<file path="src/rtl/uart_rx_fifo.sv">
// 8N1 UART receiver feeding a first-word-fall-through FIFO with registered RTS flow control.
// The receiver never stalls on a full FIFO; a byte that cannot be stored is dropped and flagged.
module uart_rx_fifo #(
    parameter int CLKS_PER_BIT = 104,
    parameter int DEPTH        = 16,
    parameter int RTS_MARGIN   = 4
) (
    input  logic       clk,
    input  logic       rst_n,
    input  logic       rx,
    output logic       rts,
    output logic [7:0] dout,
    output logic       valid,
    input  logic       ready,
    output logic       frame_err,
    output logic       overrun
);

    localparam int AW = $clog2(DEPTH);
    localparam int CW = AW + 1;
    localparam int TW = $clog2(CLKS_PER_BIT);

    localparam logic [2:0] S_IDLE  = 3'd0;
    localparam logic [2:0] S_START = 3'd1;
    localparam logic [2:0] S_DATA  = 3'd2;
    localparam logic [2:0] S_STOP  = 3'd3;
    localparam logic [2:0] S_BREAK = 3'd4;

    logic          rx_meta;
    logic          rxs;
    logic [2:0]    state;
    logic [TW-1:0] tick;
    logic [2:0]    bit_idx;
    logic [7:0]    shreg;
    logic          stop_good;
    logic          stop_bad;

    logic [7:0]    mem [DEPTH];
    logic [AW-1:0] wr_ptr;
    logic [AW-1:0] rd_ptr;
    logic [CW-1:0] count;
    logic [CW-1:0] count_nxt;
    logic          push;
    logic          pop;

    always_ff @(posedge clk or negedge rst_n) begin
        if (!rst_n) begin
            rx_meta <= 1'b1;
            rxs     <= 1'b1;
        end else begin
            rx_meta <= rx;
            rxs     <= rx_meta;
        end
    end

    assign stop_good = (state == S_STOP) && (tick == '0) && rxs;
    assign stop_bad  = (state == S_STOP) && (tick == '0) && !rxs;

    // tick counts down to the next sample point; START waits half a bit to land mid-bit
    always_ff @(posedge clk or negedge rst_n) begin
        if (!rst_n) begin
            state   <= S_IDLE;
            tick    <= '0;
            bit_idx <= '0;
        end else begin
            case (state)
                S_IDLE: begin
                    if (!rxs) begin
                        state <= S_START;
                        tick  <= TW'(CLKS_PER_BIT / 2 - 1);
                    end
                end
                S_START: begin
                    if (tick == '0) begin
                        if (!rxs) begin
                            state   <= S_DATA;
                            bit_idx <= '0;
                            tick    <= TW'(CLKS_PER_BIT - 1);
                        end else begin
                            state <= S_IDLE;
                        end
                    end else begin
                        tick <= tick - TW'(1);
                    end
                end
                S_DATA: begin
                    if (tick == '0) begin
                        tick <= TW'(CLKS_PER_BIT - 1);
                        if (bit_idx == 3'd7) begin
                            state <= S_STOP;
                        end else begin
                            bit_idx <= bit_idx + 3'd1;
                        end
                    end else begin
                        tick <= tick - TW'(1);
                    end
                end
                S_STOP: begin
                    if (tick == '0) begin
                        state <= rxs ? S_IDLE : S_BREAK;
                    end else begin
                        tick <= tick - TW'(1);
                    end
                end
                S_BREAK: begin
                    if (rxs) begin
                        state <= S_IDLE;
                    end
                end
                default: state <= S_IDLE;
            endcase
        end
    end

    always_ff @(posedge clk) begin
        if (state == S_DATA && tick == '0) begin
            shreg <= {rxs, shreg[7:1]};
        end
    end

    assign valid = (count != '0);
    assign pop   = valid && ready;
    assign push  = stop_good && ((count < CW'(DEPTH)) || pop);
    assign dout  = valid ? mem[rd_ptr] : 8'h00;

    always_comb begin
        count_nxt = count;
        if (push && !pop) begin
            count_nxt = count + CW'(1);
        end else if (pop && !push) begin
            count_nxt = count - CW'(1);
        end
    end

    // When full, wr_ptr == rd_ptr: a same-cycle push overwrites the slot being popped
    always_ff @(posedge clk) begin
        if (push) begin
            mem[wr_ptr] <= shreg;
        end
    end

    always_ff @(posedge clk or negedge rst_n) begin
        if (!rst_n) begin
            wr_ptr    <= '0;
            rd_ptr    <= '0;
            count     <= '0;
            rts       <= 1'b1;
            frame_err <= 1'b0;
            overrun   <= 1'b0;
        end else begin
            if (push) begin
                wr_ptr <= wr_ptr + AW'(1);
            end
            if (pop) begin
                rd_ptr <= rd_ptr + AW'(1);
            end
            count     <= count_nxt;
            rts       <= (DEPTH - int'(count_nxt)) <= RTS_MARGIN;
            frame_err <= stop_bad;
            overrun   <= stop_good && !push;
        end
    end

endmodule

</file>
<file path="config.mk">
export PLATFORM = sky130hd
export DESIGN_NAME = uart_rx_fifo
export DESIGN_NICKNAME = d
export VERILOG_FILES = /design/src/rtl/uart_rx_fifo.sv
export SDC_FILE = /design/constraint.sdc
export NUM_CORES = 1
export LEC_CHECK = 0
export CAP_MARGIN = 20
export CORE_MARGIN = 3
export CORE_UTILIZATION = 30
export DETAILED_ROUTE_END_ITERATION = 16
export GPL_ROUTABILITY_DRIVEN = 0
export GPL_TIMING_DRIVEN = 0
export HOLD_SLACK_MARGIN = 0.03
export SYNTH_ARGS = -nofsm -noshare
export SYNTH_HDL_FRONTEND = slang
export SYNTH_SLANG_ARGS = --single-unit
</file>
<file path="constraint.sdc">
create_clock -name clk -period 3.77 [get_ports clk]
set_input_delay 0.754 -clock clk [delete_from_list [all_inputs] [get_ports clk]]
set_output_delay 0.754 -clock clk [all_outputs]
set_load 0.05 [all_outputs]
</file>
# Yosys cells after proc, flatten, opt, wreduce, memory -nomap -nowiden
# Memory sizes are Yosys's and may differ from the RTL's.
# Index checks and enable logic that the tools add are counted.
# classes
add_sub_neg	7
magnitude_cmp	2
eq_ne	15
n_mux	25
reduce_logical	21
# op_table
operator	count
2-to-1 mux 7 bit	5
2-to-1 mux 3 bit	11
one-hot mux 7 bit (4 select lines)	1
inequality test 2 bit, second input constant	8
one-hot mux 3 bit (5 select lines)	1
2-to-1 mux 5 bit	2
logical AND 1 bit	9
adder 4 x 1 -> 4 bit, second input constant	2
2-to-1 mux 8 bit	1
logical NOT 7 bit	1
subtractor 7 x 1 -> 7 bit, second input constant	1
== test 3 x 2 -> 1 bit, second input constant	2
== test 3 bit, second input constant	2
<= comparator 6 x 4 -> 1 bit, second input constant	1
one-hot mux 3 bit (2 select lines)	1
AND reduction 6 bit	1
subtractor 5 x 5 -> 6 bit, first input constant	1
adder 5 x 1 -> 5 bit, second input constant	1
< comparator 5 bit, second input constant	1
AND reduction 5 bit	1
nonzero test 5 bit	1
subtractor 5 x 1 -> 5 bit, second input constant	1
AND reduction 4 bit	1
nonzero test 4 bit	1
10 further kinds	13
# totals
regBits	39
ram_bits	128
memories	1
# memory_table
name	depth	word_bits	read_ports	rd_clocked_by_memory_dff	write_ports	line_no	text
mem	16	8	1	0	1	38	logic [7:0] mem [DEPTH];

# Depth between registers and ports, before layout
# logic_depth
depth_word	10
ltp_mapped	9
mapped_depth_nobuf	8

# Worst setup path after synthesis
# No wires, ideal clock.
# synth_path
path_type	flip-flop to output port
from	reg rd_ptr[0]
to	out dout[0]
t_arrival_ns	2.117
path_slack_ns	0.899
path_stages_with_launch	6
n_path_buf	2
cell_sequence	dfrtp_1 > buf_2 > buf_2 > mux4_2 > mux4_2 > and2_1
# synth_via
elab_chain_len	2
# synth_rtl
element	line_no	text
start, declared	40	logic [AW-1:0] rd_ptr;
start signal, assigned	155	rd_ptr <= rd_ptr + AW'(1);
memory (16 x 8 bit)	-	
2-to-1 mux 8 bit	124	assign dout = valid ? mem[rd_ptr] : 8'h00;
end, declared	12	output logic [7:0] dout,
# Every way passes these cells.

# Worst setup path after layout
# layout_path
from	reg rd_ptr[0]
to	out dout[2]
# The elaborated chain is that of the path after synthesis.

==> metrics.csv <==
stage,metric,value,unit
status,status,"complete, no violations",
global_routing,grt_pass1_vias,3617,
setup_path,start_kind,flip-flop,
drt,wl,13.2,mm
timing,final-max-slew-violation-count,0,
timing,period_minus_slack,3650,ps
timing,hold_violations,0,
timing,tightest_slew,865,ps
global_routing,grt.total_usage,0.112,
logic_synthesis,synth_ff_type,edfxtp_1,
setup_path,critPathMaxFanout,10,
cts,numCtsBuffers,17,
global_routing,grt_pass1_wl,20.4,mm
drt,drc,0,
die,core-area,22200,µm²
setup_path,crit_path_end_kind,primary output,
logic_synthesis,yosys-top-cells-area,"edfxtp_1 (59%), mux4_2 (13%), dfrtp_1 (10%)",
layout,antenna_cells,0,
logic_synthesis,netlist_instances,386,
logic_synthesis,synthMostInstantiatedCell,edfxtp_1,
setup_path,arrival,2890,ps
global_routing,antenna_found_initial,0,
logic_synthesis,ys_ff_latch,167,
die,ioPinCount,16,
timing,timing.final.crit_share,0.968,
pwr,p_leak,2.74,nW
logic_synthesis,postSynthAreaPerCell,17.8,µm²
timing,slew_headroom,0.419,
cts,cts_setup_buffers,0,
cts,cts_tree,yes,
cts,cts_root_buf,clkbuf_16,
timing,finalSetupViolations,0,
drt,drt_iter0_drc,250,
drt,dr.pass1.iters,5,
pwr,vdd_drop_max,301,µV
layout,drive_above_1_share,0.214,
layout,area_growth,17.0,%
global_routing,grt_remaining_overflow,0,
logic_synthesis,ys_seq_area_frac,0.708,
pwr,power_density,656,nW/µm²
pwr,finalPower,5.28,mW
die,row_count,54,
logic_synthesis,netlist.top_cell.by_area,edfxtp_1,
logic_synthesis,netlist.area_leader.share,0.594,
timing,max_freq,274,MHz
logic_synthesis,syn_nets,401,
placement,dp_hpwl,8.93,mm
layout,fillers,2057,
timing,clock_skew,10.8,ps
setup_path,critical_path_class,reg2out,
hold_path,min_path_type,reg2reg,
cts,clock-sinks,167,
drt,ant_nets,0,
cts,clkTransAtPathRegs,60,ps
logic_synthesis,yosysWarnings,0,
timing,whs,359,ps
layout,num-nets-final,441,
drt,avgRoutedWirePerCell,18.4,µm
logic_synthesis,synth_common_cells,"edfxtp_1 (136), mux4_2 (40), dfrtp_1 (28)",
die,die_h,157,µm
logic_synthesis,synth_area,6870,µm²
die,die_w,157,µm
cts,clk_latency,420,ps
layout,multi_input_comb_area,1900,µm²
cts,clockBufferDepth,2,
logic_synthesis,async_reset_ff_frac,0.186,
drt,viasPerCell,4.87,
logic_synthesis,synth_cell_types,50,
flow_run,drv_cap,0,
global_routing,grt_max_degree,18,
logic_synthesis,synth-edff-count,136,
drt,via_count,3503,
placement,io_buffer_count,15,
die,die_area,24800,µm²
cts,h-tree-depth,4,
setup_path,worst-endpoint-required,3020,ps
setup_path,reg2reg_slack,690,ps
layout,ff_latch_area,4860,µm²
timing,fin_tns_setup,0,ps
die,initial_core_util,0.310,
state kept, by name (all words and copies together), names as in the netlist, 3 cells and up:
signal	cells
mem	128
shreg	8
tick	7
count	5
rd_ptr	4
wr_ptr	4
bit_idx	3
state	3
critical path: stages, from the launching register on:
cell and delay [ps]:
dfrtp_1 340, buf_2 250, buf_6 230, mux4_2 570
mux4_2 490, and2_1 170, dlygate4sd2_1 420
layer usage:
layer  vias to the layer above  share of wire  GRT usage
li1                       1597              -          -
met1                      1803           0.43      0.149
met2                        84           0.49      0.176
met3                        19          0.047     0.0192
met4                         0          0.025     0.0620
met5                         -              0          0
final cells by class:
type                            instances  area share
Tap cell                              280      0.0436
Clock buffer                           20      0.0543
Multi-Input combinational cell        186       0.236
Timing Repair Buffer                   21      0.0252
Inverter                               14     0.00653
Sequential cell                       167       0.605
Clock inverter                         12      0.0160
Buffer                                 19      0.0138
cell families after synthesis:
logic type	share of synthesized area
fa+ha+maj	0.0200
compound gates	0.0346
simple gates	0.0690
buf+inv	0.0202
flops	0.708
mux	0.137
xor+xnor	0.0115
through the flow:
stage | cells | utilization | setup WS, ps | area (µm²)
2_1_floorplan | 386 | - | 899 | 6870
3_3_place_gp | 681 | 0.333 | -158 | 7370
3_5_place_dp | 686 | 0.336 | -103 | 7460
4_1_cts | 718 | 0.362 | 19.6 | 8020
5_1_grt | 719 | 0.363 | -3.80 | 8040
6_report | 719 | 0.363 | 121 | 8040
worst paths after layout:
check,startpoint,end,cells after the start
max,rd_ptr[0]$_DFFE_PN0P_,dout[2],6
max in group asynchronous,rst_n,rts$_DFF_PN1_,2
max reg2reg,tick[0]$_DFFE_PN0P_,mem[14][4]$_DFFE_PP_,9
min,rx_meta$_DFF_PN1_,rxs$_DFF_PN1_,0
min in group asynchronous,rst_n,tick[1]$_DFFE_PN0P_,1
min reg2reg,rx_meta$_DFF_PN1_,rxs$_DFF_PN1_,0
layout by cell type (no fill, tap or decap), drive strengths merged, types with 7 or more instances in the layout:
cell | synthesis | routed
dlygate4sd2 | 0 | 8
nor2 | 19 | 19
and2 | 19 | 19
xnor2 | 8 | 8
dfrtp | 28 | 28
nand2 | 15 | 15
edfxtp | 136 | 136
mux4 | 40 | 40
ha | 11 | 11
clkbuf | 11 | 29
buf | 8 | 16
clkdlybuf4s50 | 0 | 7
o21ai | 9 | 9
inv | 14 | 15
repair_timing:
action | CTS | global route
endpoints found under the setup margin | 8 | 8
gates resized for setup | 14 | 7
hold buffers | 0 | 0
power by group:
part	leakage (nW)	switching, mW	internal [mW]
clock network	0.263	0.682	0.972
registers	1.60	0.0394	2.02
logic	0.875	0.876	0.681
Power figures use the tool's default switching activity.
